### src/rtl/alu_arb_pkg.sv
// rtl/alu_arb_pkg.sv - shared opcode, state and latency definitions for the alu arbiter
package alu_arb_pkg;

  localparam logic [3:0] OP_ADD = 4'd1;
  localparam logic [3:0] OP_SUB = 4'd2;
  localparam logic [3:0] OP_MUL = 4'd3;
  localparam logic [3:0] OP_DIV = 4'd4;
  localparam logic [3:0] OP_AND = 4'd5;
  localparam logic [3:0] OP_XOR = 4'd6;
  localparam logic [3:0] OP_NOT = 4'd7;
  localparam logic [3:0] OP_OR  = 4'd8;

  localparam logic [1:0] S_IDLE = 2'd0;
  localparam logic [1:0] S_EXEC = 2'd1;
  localparam logic [1:0] S_RESP = 2'd2;

  function automatic logic op_legal(input logic [3:0] op);
    return (op >= OP_ADD) && (op <= OP_OR);
  endfunction

  // Illegal opcodes still take one EXEC cycle so the error response is uniform.
  function automatic logic [3:0] op_lat(input logic [3:0] op, input int unsigned muldiv_lat);
    logic [31:0] w_lat;
    w_lat = muldiv_lat;
    return ((op == OP_MUL) || (op == OP_DIV)) ? w_lat[3:0] : 4'd1;
  endfunction

endpackage

### src/rtl/alu_arb_if.sv
// rtl/alu_arb_if.sv - one requester's request/response channel pair
interface alu_arb_if;
  logic       valid;
  logic       ready;
  logic [3:0] op;
  logic [3:0] a;
  logic [3:0] b;
  logic       rsp_valid;
  logic       rsp_ready;
  logic [3:0] rsp_data;
  logic       rsp_err;

  modport master (
    output valid, op, a, b, rsp_ready,
    input  ready, rsp_valid, rsp_data, rsp_err
  );

  modport slave (
    input  valid, op, a, b, rsp_ready,
    output ready, rsp_valid, rsp_data, rsp_err
  );
endinterface

### src/rtl/alu_arbiter_alu.sv
// rtl/alu_arbiter_alu.sv - combinational 4-bit alu, results modulo 16
module alu_arbiter_alu
  import alu_arb_pkg::*;
(
  input  logic [3:0] i_op,
  input  logic [3:0] i_a,
  input  logic [3:0] i_b,
  output logic [3:0] o_y
);

  always_comb begin
    o_y = '0;
    case (i_op)
      OP_ADD:  o_y = i_a + i_b;
      OP_SUB:  o_y = i_a - i_b;
      OP_MUL:  o_y = i_a * i_b;
      OP_DIV:  o_y = (i_b == '0) ? '0 : i_a / i_b;
      OP_AND:  o_y = i_a & i_b;
      OP_XOR:  o_y = i_a ^ i_b;
      OP_NOT:  o_y = ~i_a;
      OP_OR:   o_y = i_a | i_b;
      default: o_y = '0;
    endcase
  end

endmodule

### src/rtl/alu_arbiter.sv
// rtl/alu_arbiter.sv - round-robin sharing of one alu between two requesters
module alu_arbiter
  import alu_arb_pkg::*;
#(
  parameter int unsigned MULDIV_LAT = 2
) (
  input  logic       i_clk,
  input  logic       i_rst,
  alu_arb_if.slave   r0,
  alu_arb_if.slave   r1,
  output logic       o_busy,
  output logic       o_grant_id
);

  logic [1:0] r_state;
  logic       r_rr_ptr;
  logic       r_owner;
  logic [3:0] r_op;
  logic [3:0] r_a;
  logic [3:0] r_b;
  logic [3:0] r_cnt;
  logic [3:0] r_data;
  logic       r_err;

  logic       w_winner;
  logic       w_grant;
  logic       w_rsp_ready;
  logic [3:0] w_win_op;
  logic [3:0] w_alu_y;
  logic [3:0] w_res_data;
  logic       w_res_err;

  always_comb begin
    w_winner = r_rr_ptr;
    if (r0.valid && !r1.valid)      w_winner = 1'b0;
    else if (!r0.valid && r1.valid) w_winner = 1'b1;
  end

  assign w_grant     = (r_state == S_IDLE) && (r0.valid || r1.valid);
  assign r0.ready    = w_grant && !w_winner;
  assign r1.ready    = w_grant && w_winner;
  assign w_win_op    = w_winner ? r1.op : r0.op;
  assign w_rsp_ready = r_owner ? r1.rsp_ready : r0.rsp_ready;

  assign r0.rsp_valid = (r_state == S_RESP) && !r_owner;
  assign r1.rsp_valid = (r_state == S_RESP) && r_owner;
  assign r0.rsp_data  = r_data;
  assign r1.rsp_data  = r_data;
  assign r0.rsp_err   = r_err;
  assign r1.rsp_err   = r_err;
  assign o_busy       = (r_state != S_IDLE);
  assign o_grant_id   = r_owner;

  alu_arbiter_alu u_alu (
    .i_op (r_op),
    .i_a  (r_a),
    .i_b  (r_b),
    .o_y  (w_alu_y)
  );

  // Divide by zero overrides whatever the alu produces.
  always_comb begin
    w_res_data = w_alu_y;
    w_res_err  = 1'b0;
    if (!op_legal(r_op) || ((r_op == OP_DIV) && (r_b == '0))) begin
      w_res_data = '0;
      w_res_err  = 1'b1;
    end
  end

  always_ff @(posedge i_clk) begin
    if (i_rst) begin
      r_state  <= S_IDLE;
      r_rr_ptr <= 1'b0;
      r_owner  <= 1'b0;
      r_op     <= '0;
      r_a      <= '0;
      r_b      <= '0;
      r_cnt    <= '0;
      r_data   <= '0;
      r_err    <= 1'b0;
    end else begin
      case (r_state)
        S_IDLE: begin
          if (w_grant) begin
            r_owner <= w_winner;
            r_op    <= w_win_op;
            r_a     <= w_winner ? r1.a : r0.a;
            r_b     <= w_winner ? r1.b : r0.b;
            r_cnt   <= op_lat(w_win_op, MULDIV_LAT) - 4'd1;
            r_state <= S_EXEC;
          end
        end
        S_EXEC: begin
          if (r_cnt == '0) begin
            r_data  <= w_res_data;
            r_err   <= w_res_err;
            r_state <= S_RESP;
          end else begin
            r_cnt <= r_cnt - 4'd1;
          end
        end
        S_RESP: begin
          if (w_rsp_ready) begin
            r_rr_ptr <= ~r_owner;
            r_state  <= S_IDLE;
          end
        end
        default: r_state <= S_IDLE;
      endcase
    end
  end

endmodule

### src/flat_wrapper.sv
// flat-port wrapper written by rule: the top's interface ports become plain ports
module alu_arbiter_flat import alu_arb_pkg::*;
#(
  parameter int unsigned MULDIV_LAT = 2
)
  (i_clk, i_rst, o_busy, o_grant_id, r0_valid, r0_op, r0_a, r0_b, r0_rsp_ready, r0_ready, r0_rsp_valid, r0_rsp_data, r0_rsp_err, r1_valid, r1_op, r1_a, r1_b, r1_rsp_ready, r1_ready, r1_rsp_valid, r1_rsp_data, r1_rsp_err);
  alu_arb_if r0_i ();
  alu_arb_if r1_i ();
  input  logic i_clk;
  input  logic i_rst;
  output logic o_busy;
  output logic o_grant_id;
  input wire logic [$bits(r0_i.valid)-1:0] r0_valid;
  input wire logic [$bits(r0_i.op)-1:0] r0_op;
  input wire logic [$bits(r0_i.a)-1:0] r0_a;
  input wire logic [$bits(r0_i.b)-1:0] r0_b;
  input wire logic [$bits(r0_i.rsp_ready)-1:0] r0_rsp_ready;
  output wire logic [$bits(r0_i.ready)-1:0] r0_ready;
  output wire logic [$bits(r0_i.rsp_valid)-1:0] r0_rsp_valid;
  output wire logic [$bits(r0_i.rsp_data)-1:0] r0_rsp_data;
  output wire logic [$bits(r0_i.rsp_err)-1:0] r0_rsp_err;
  input wire logic [$bits(r1_i.valid)-1:0] r1_valid;
  input wire logic [$bits(r1_i.op)-1:0] r1_op;
  input wire logic [$bits(r1_i.a)-1:0] r1_a;
  input wire logic [$bits(r1_i.b)-1:0] r1_b;
  input wire logic [$bits(r1_i.rsp_ready)-1:0] r1_rsp_ready;
  output wire logic [$bits(r1_i.ready)-1:0] r1_ready;
  output wire logic [$bits(r1_i.rsp_valid)-1:0] r1_rsp_valid;
  output wire logic [$bits(r1_i.rsp_data)-1:0] r1_rsp_data;
  output wire logic [$bits(r1_i.rsp_err)-1:0] r1_rsp_err;
  assign r0_i.valid = r0_valid;
  assign r0_i.op = r0_op;
  assign r0_i.a = r0_a;
  assign r0_i.b = r0_b;
  assign r0_i.rsp_ready = r0_rsp_ready;
  assign r0_ready = r0_i.ready;
  assign r0_rsp_valid = r0_i.rsp_valid;
  assign r0_rsp_data = r0_i.rsp_data;
  assign r0_rsp_err = r0_i.rsp_err;
  assign r1_i.valid = r1_valid;
  assign r1_i.op = r1_op;
  assign r1_i.a = r1_a;
  assign r1_i.b = r1_b;
  assign r1_i.rsp_ready = r1_rsp_ready;
  assign r1_ready = r1_i.ready;
  assign r1_rsp_valid = r1_i.rsp_valid;
  assign r1_rsp_data = r1_i.rsp_data;
  assign r1_rsp_err = r1_i.rsp_err;
  alu_arbiter #(.MULDIV_LAT(MULDIV_LAT)) u_core (.i_clk(i_clk), .i_rst(i_rst), .r0(r0_i), .r1(r1_i), .o_busy(o_busy), .o_grant_id(o_grant_id));
endmodule
### config.mk
export PLATFORM = sky130hd
export DESIGN_NAME = alu_arbiter_flat
export DESIGN_NICKNAME = d
export VERILOG_FILES = /design/src/rtl/alu_arb_pkg.sv /design/src/rtl/alu_arb_if.sv /design/src/rtl/alu_arbiter_alu.sv /design/src/rtl/alu_arbiter.sv /design/src/flat_wrapper.sv
export SDC_FILE = /design/constraint.sdc
export NUM_CORES = 1
export LEC_CHECK = 0
export ABC_AREA = 1
export ABC_CLOCK_PERIOD_IN_PS = 5650
export CAP_MARGIN = 20
export CELL_PAD_IN_SITES_DETAIL_PLACEMENT = 2
export CELL_PAD_IN_SITES_GLOBAL_PLACEMENT = 2
export CORE_ASPECT_RATIO = 1.25
export CORE_MARGIN = 2
export CORE_UTILIZATION = 30
export CTS_CLUSTER_DIAMETER = 100
export DETAILED_ROUTE_END_ITERATION = 8
export HOLD_SLACK_MARGIN = 0.08
export PLACE_DENSITY = 0.93
export SLEW_MARGIN = 20
export SYNTH_ARGS = -nofsm -noshare
export SYNTH_HDL_FRONTEND = slang
export SYNTH_SLANG_ARGS = --single-unit
### constraint.sdc
create_clock -name i_clk -period 5.65 [get_ports i_clk]
set_input_delay 1.13 -clock i_clk [delete_from_list [all_inputs] [get_ports i_clk]]
set_output_delay 1.13 -clock i_clk [all_outputs]
set_load 0.1 [all_outputs]
==> impl_metrics.ini <==
[outcome]
status = complete, no violations

[yosys]
ys_ff_latch = 25
syn_area_per_cell_um2 = 6.47
syn_inst = 360
ys_seq_area_share_pct = 21.5
synth_area_mm2 = 0.00233
synth_nets = 421
yosys_warnings = 0
synth_cell_types = 35

[sta]
whs_ns = 0.507
fmax_mhz = 208
skew_ns = 0.0150
setup_viol = 0
setup_tns_ns = 0
rsz0062_at_grt = false
fin_crit_ns = 4.81
finalHoldViolations = 0
slew_headroom_pct = 34.0
worst_slew_pin_slew_ns = 0.987
post-route-period-util_pct = 85.1
slew_viol_final = 0

[place]
io_buffers = 45
dp_hpwl_um = 7630
routabilityCongestion = 0.871
placed_cell_area_mm2 = 0.00284

[cells_and_area]
design_area_mm2 = 0.00289
nFillCells = 937
layout.nets = 463
antenna_cells = 0
synthToLayoutAreaGrowth_pct = 24.0
drive_gt1_share_pct = 5.99

[detailed_routing]
routed-via-count = 2530
initialDrtViolationCount = 51
vias_per_cell = 5.13
first_pass_iters = 4
drc = 0
wl_per_cell_um = 18.6
drt_wl_total_um = 9190
ant_nets = 0

[pwr]
power.density_mw_per_mm2 = 379
power_mw = 1.10
power.leakage_nw = 1.40
ir_worst_vdd_mv = 0.253

[global_route]
overflow = 0
grt_max_degree = 24
grt_pass1_vias = 2949
grt_pass1_wl_um = 15300
track_usage_pct = 22.6
antenna_found_initial = 0

[die]
die_w_um = 82.8
start_util_pct = 31.3
die_h_um = 103
ios = 46
row_count = 35
die-area_mm2 = 0.00850
core_mm2 = 0.00744

[worst_setup_path]
crit_type = reg2reg
critPathLaunch = u_core.r_b[0]
reg2reg_slack_ns = 0.84
r2r-start = u_core.r_b[0]
reg2reg_depth = 26
path_max_fanout = 7
worstPathRequired_ns = 5.77
reg2reg_to = u_core.r0.rsp_data[0]
critPathCaptureType = flop
cp-start-kind = flop
crit_arrival_ns = 4.93

[clocking]
cts.sinks = 25
cts-root-buf = clkbuf_8
clockBufferDepth = 2
path_clk_slew_ns = 0.09
post_cts_resize_count = 0
post-cts-setup-buffers = 0
cts_made_buffers = 3
worstSkewPairLatency_ns = 0.29
holdBufCountCts = 0
cts_tree = built
htree_levels = 1

[run]
max_cap_viol_count = 0

[worst_hold_path]
worstHoldStart = u_core.r0.rsp_data[2]
hold_end = u_core.r0.rsp_data[2]
min_path_cells = 2
min_path_type = reg2reg
-- per-stage QoR --
| stage | utilization, % | std cells | worst slack, ns |
|---|---|---|---|
| 2_1_floorplan | - | 360 | 1.84 |
| 3_3_place_gp | 38.2 | 489 | 1.59 |
| 3_5_place_dp | 38.2 | 489 | 0.904 |
| 4_1_cts | 38.8 | 493 | 0.857 |
| 5_1_grt | 38.8 | 493 | 0.327 |
| 6_report | 38.8 | 493 | 0.842 |
-- report_power, final --
part           switching [mW]  total (mW)  internal (mW)
Sequential             0.0374       0.243          0.206
Combinational           0.500       0.734          0.234
Clock                  0.0685       0.119         0.0503
-- sequential cells by signal (all words and copies together) (netlist names) --
name / flops
u_core.r0.rsp_data: 4
u_core.r_a: 4
u_core.r_b: 4
u_core.r_cnt: 4
u_core.r_op: 4
u_core.r_state: 2
u_core.o_grant_id: 1
u_core.r0.rsp_err: 1
u_core.r_rr_ptr: 1
-- critical path: stages, from the launching register on --
cell     delay (ns)
dfxtp_1        0.50
inv_1          0.23
ha_1           0.35
nor2_1         0.05
nor3_2         0.22
nand2_1        0.09
o21a_1         0.13
ha_1           0.30
o21ai_0        0.15
a21oi_2        0.20
inv_1          0.12
nand2_1        0.08
o21ai_1        0.09
ha_1           0.36
a21o_1         0.22
nand3_1        0.07
nand3_1        0.11
inv_1          0.17
nand2_1        0.08
o21ai_0        0.14
ha_1           0.31
a21oi_1        0.15
o21ai_0        0.08
o21ai_0        0.17
nand3_1        0.10
nand2_1        0.07
a21oi_1        0.07
-- routing by layer --
metal	up-vias	part of all wire (%)	GRT usage, %
met5	-	0	0
met2	43	57	45.8
met3	27	1.8	3.12
met1	1223	38	23.6
met4	0	3.4	8.70
li1	1237	-	-
-- synth_stat cells --
cell type  instances  area [um^2]
inv_1             58          218
inv_2              1         3.75
a21oi_1           22          110
nand4_1            3         18.8
nand2_2            3         18.8
fa_1               1         20.0
o211ai_1           1         7.51
o21ai_4            1         16.3
a21o_1             1         7.51
nor2_2             3         18.8
a22oi_1            1         7.51
nor3_2             3         30.0
clkbuf_1           2         7.51
nand3_2            1         10.0
xor2_1             3         26.3
o21a_1             2         15.0
a31oi_1            1         6.26
nor2_1            33          124
nor3b_1            1         7.51
o31ai_2            1         12.5
o21ai_1            2         10.0
o21ai_0           18         90.1
nand3b_1           2         15.0
dfxtp_1           25          500
o21ai_2            1         8.76
ha_1              30          375
a221oi_1           7         61.3
xnor2_1            1         8.76
nor2_4             3         33.8
buf_2              1         5.00
nand3_1           23          115
a21oi_2            1         8.76
nor3_1             3         15.0
nand2_1           96          360
buf_4              5         37.5
-- layout make-up --
cell class	count	area [um^2]	area share, %
well taps	92	115	3.98
multi-input cells	268	1560	53.9
clock buffers	3	41.3	1.43
clock inverters	1	7.51	0.260
repair buffers	45	445	15.4
flip-flops and latches	25	500	17.3
inverters	59	221	7.66
-- logic make-up (layout without fill, tap and decap cells) --
logic type      after synthesis  after routing  share of synthesized area [%]
simple gates                174            174                           32.9
buf+inv                      67            108                           11.6
compound gates               59             59                           15.5
fa+ha+maj                    31             31                           17.0
flops                        25             25                           21.5
xor+xnor                      4              4                           1.50
-- layout by cell type (no fill, tap or decap), types with 7 or more instances in the layout --
| cell | count |
|---|---|
| ha_1 | 30 |
| dfxtp_1 | 25 |
| nand3_1 | 23 |
| nand2_1 | 96 |
| a21oi_1 | 22 |
| a221oi_1 | 7 |
| nor2_1 | 33 |
| inv_1 | 58 |
| clkdlybuf4s50_1 | 43 |
| o21ai_0 | 18 |
-- worst max path at each step --
| stage | end | slack, ns | cells past startpoint |
|---|---|---|---|
| 2_1_floorplan | u_core.r0.rsp_data[0] | 1.84 | 24 |
| 3_3_place_gp | u_core.r0.rsp_data[0] | 1.59 | 26 |
| 3_5_place_dp | u_core.r0.rsp_data[0] | 0.90 | 26 |
| 4_1_cts | u_core.r0.rsp_data[0] | 0.86 | 26 |
| 5_1_grt | u_core.r0.rsp_data[0] | 0.33 | 26 |
| 6_report | u_core.r0.rsp_data[0] | 0.84 | 26 |
(Power assumes the default switching activity.)
==> RTL edit, RTL diff (same settings) <==
Reset style: asynchronous (`i_rst`), changed in one clocked block.
--- a/src/rtl/alu_arbiter.sv
+++ b/src/rtl/alu_arbiter.sv
@@ -68,7 +68,7 @@
     end
   end
 
-  always_ff @(posedge i_clk) begin
+  always_ff @(posedge i_clk or posedge i_rst) begin
     if (i_rst) begin
       r_state  <= S_IDLE;
       r_rr_ptr <= 1'b0;
Function: differs if i_rst is asserted again (counterexample within 4 cycles, from zero or initial values and one cycle with i_rst high); with i_rst held inactive, the same outputs for 10 cycles.
==> RTL edit against the unedited design <==
  * Sequential cell count unchanged
  * Clock skew is 0.010 ns lower
  * First-iteration DRC count up 90%
  * Setup slack improved by 0.39 ns
  * Global-route usage decreased by 2.6 points
  * Die area increased by 4.3%
  * Routed wire length down 7.5%
  * Via count down 2.1%
  * Design area up 4.9%
  * Critical path depth shrank 2
  * Synthesized area increased by 4.5%
  * Critical endpoint is now u_core.r0.rsp_data[0]$_DFFE_PP0P_
Power is left out: the tool's default activity adds up to more than one toggle a clock period on the data nets, which glitch-free logic cannot reach.
==> RTL edit: results (changes against the unedited design) <==
* Outcome: completed
* Post-synth top cells: nand2_1 (108), inv_1 (49), ha_1 (30)
* Non-Filler Instances at 484 (-1.8%)
* Library cells used by synthesis at 34 (-2.9%)
* Syn_area_per_cell at 7.06 sq um (+9.1%)
* Avg Vias per Cell at 5.12 (-0.23%)
* Skew final at 0.00459 ns (-0.0104 ns)
* CP arrival at 4.60 ns (-0.33 ns)
* Async set-reset flop share out of synthesis at 1.00 (+1.00)
* Clk slew on worst S/H paths at roughly 0.10 ns
* HPWL Detailed at 6940 um (-9.0%)
* Largest net degree at the start of global routing at 26 (+8.3%)
* H-Tree Level Count at 1 (unchanged)
* Resize count post-CTS at 0 (unchanged)
* Drt initial violations at 97 (+90%)
* Initial antenna violation count at 0 (unchanged)
* Sum Neg Setup Slack at 0 ns (unchanged)
* Hold Crit Class: flop to flop
* Main flop type after synthesis: dfrtp_1
* Placed inst area at 0.00296 sq mm (+4.1%)
* Post-Synth Adder-Cell Area at 0.162 (-0.00732)
* Ant diodes at 0 (unchanged)
* Share of cells above drive strength 1 at 0.0925 (+0.0327)
* GP Congestion at 0.871 (about the same)
* Relative slew slack at 0.341 (+0.000572)
* Final Net Count at 451 (-2.6%)
* GR Util met2 at 0.408 (-0.0507)
* Port bufs at 45 (unchanged)
* R2R cell count at 24 (-7.7%)
* Filler instances at 975 (+4.1%)
* Synth Area in Compound Gates at 0.133 (-0.0221)
* Syn nets at 406 (-3.6%)
* Post-Synth XOR/XNOR Area at 0.0216 (+0.00654)
* Post-synthesis sequential area ratio at 0.257 (+0.0421)
* Global-route usage over all layers at 0.200 (-0.0262)
* Clk buf depth at 2 (unchanged)
* Met1 usage at 0.209 (-0.0276)
* CTS buffer count at 3 (unchanged)
* Number of post-CTS setup repair buffers at 0 (unchanged)
* Worst Path Max Fanout at 7 (unchanged)
* Clk Latency, worst-skew pair at 0.29 ns (about the same)
* Vias in the first global route at 2909 (-1.4%)
* Top cells by area, synth: dfrtp_1 (26%), nand2_1 (17%), ha_1 (15%)
* Critical Path Source Type: flop
* Final WL at 8500 um (-7.5%)
* GR Util met3 at 0.0134 (-0.0178)
* First-pass DRT Iterations at 4 (unchanged)
* First-pass GRT wire length at 14400 um (-6.0%)
==> RTL edit: cells by family (layout without fill, tap and decap cells) <==
logic type,Yosys count,count (layout)
XOR/XNOR,6,6
AND/OR/NAND/NOR,170,170
flip-flops,25,25
AO/OA/AOI/OAI,51,51
buffers and inverters,62,106
adder cells (fa/ha/maj),31,31
==> RTL edit: final cells by class <==
cell class / instances / area share
clock buffer: 3 / 0.0136
clock inverter: 1 / 0.00165
inverter: 56 / 0.0702
multi-input combinational: 258 / 0.513
sequential: 25 / 0.206
tap: 95 / 0.0392
timing repair buffer: 46 / 0.156
==> RTL edit: critical path: stages, from the launching register on <==
cell      delay (ns)
dfrtp_1         0.50
inv_1           0.21
ha_1            0.37
o211ai_1        0.32
nand2_1         0.13
o21ai_2         0.10
ha_1            0.27
o21ai_0         0.08
nand2_1         0.08
nand2_1         0.14
nand2_1         0.07
o21ai_0         0.12
ha_1            0.32
a21o_1          0.21
nand3_1         0.07
nand3_1         0.09
inv_1           0.16
o21ai_0         0.13
ha_1            0.30
a21oi_1         0.14
o21ai_0         0.09
o21ai_0         0.16
nand4_1         0.10
nand2_1         0.07
nand2_1         0.05
==> RTL edit: path summary, 6_finish.rpt <==
path	from	endpoint	slack, ns
worst max-delay path	u_core.r_b[0]$_DFFE_PP0P_	u_core.r0.rsp_data[0]$_DFFE_PP0P_	1.23
worst min-delay path	u_core.r_cnt[3]$_DFFE_PP0P_	u_core.r_cnt[3]$_DFFE_PP0P_	0.53
worst max register to register	u_core.r_b[0]$_DFFE_PP0P_	u_core.r0.rsp_data[0]$_DFFE_PP0P_	1.23
worst min register to register	u_core.r_cnt[3]$_DFFE_PP0P_	u_core.r_cnt[3]$_DFFE_PP0P_	0.53
max in group asynchronous	i_rst	u_core.r_b[0]$_DFFE_PP0P_	4.16
min in group asynchronous	i_rst	u_core.r0.rsp_data[3]$_DFFE_PP0P_	1.10
==> RTL edit: per-stage QoR <==
| step | util | setup slack, ns |
|---|---|---|
| final | 0.387 | 1.23 |
| after floorplan | - | 1.89 |
| after detailed placement | 0.377 | 1.25 |
| after global placement | 0.377 | 1.62 |
| after CTS | 0.383 | 1.23 |
| after global routing | 0.387 | 0.866 |
==> RTL edit: metal layers <==
| layer | part of all wire | vias to the layer above |
|---|---|---|
| li1 | - | 1191 |
| met1 | 0.38 | 1237 |
| met2 | 0.58 | 38 |
| met3 | 0.017 | 12 |
| met4 | 0.022 | 0 |
| met5 | 0 | - |
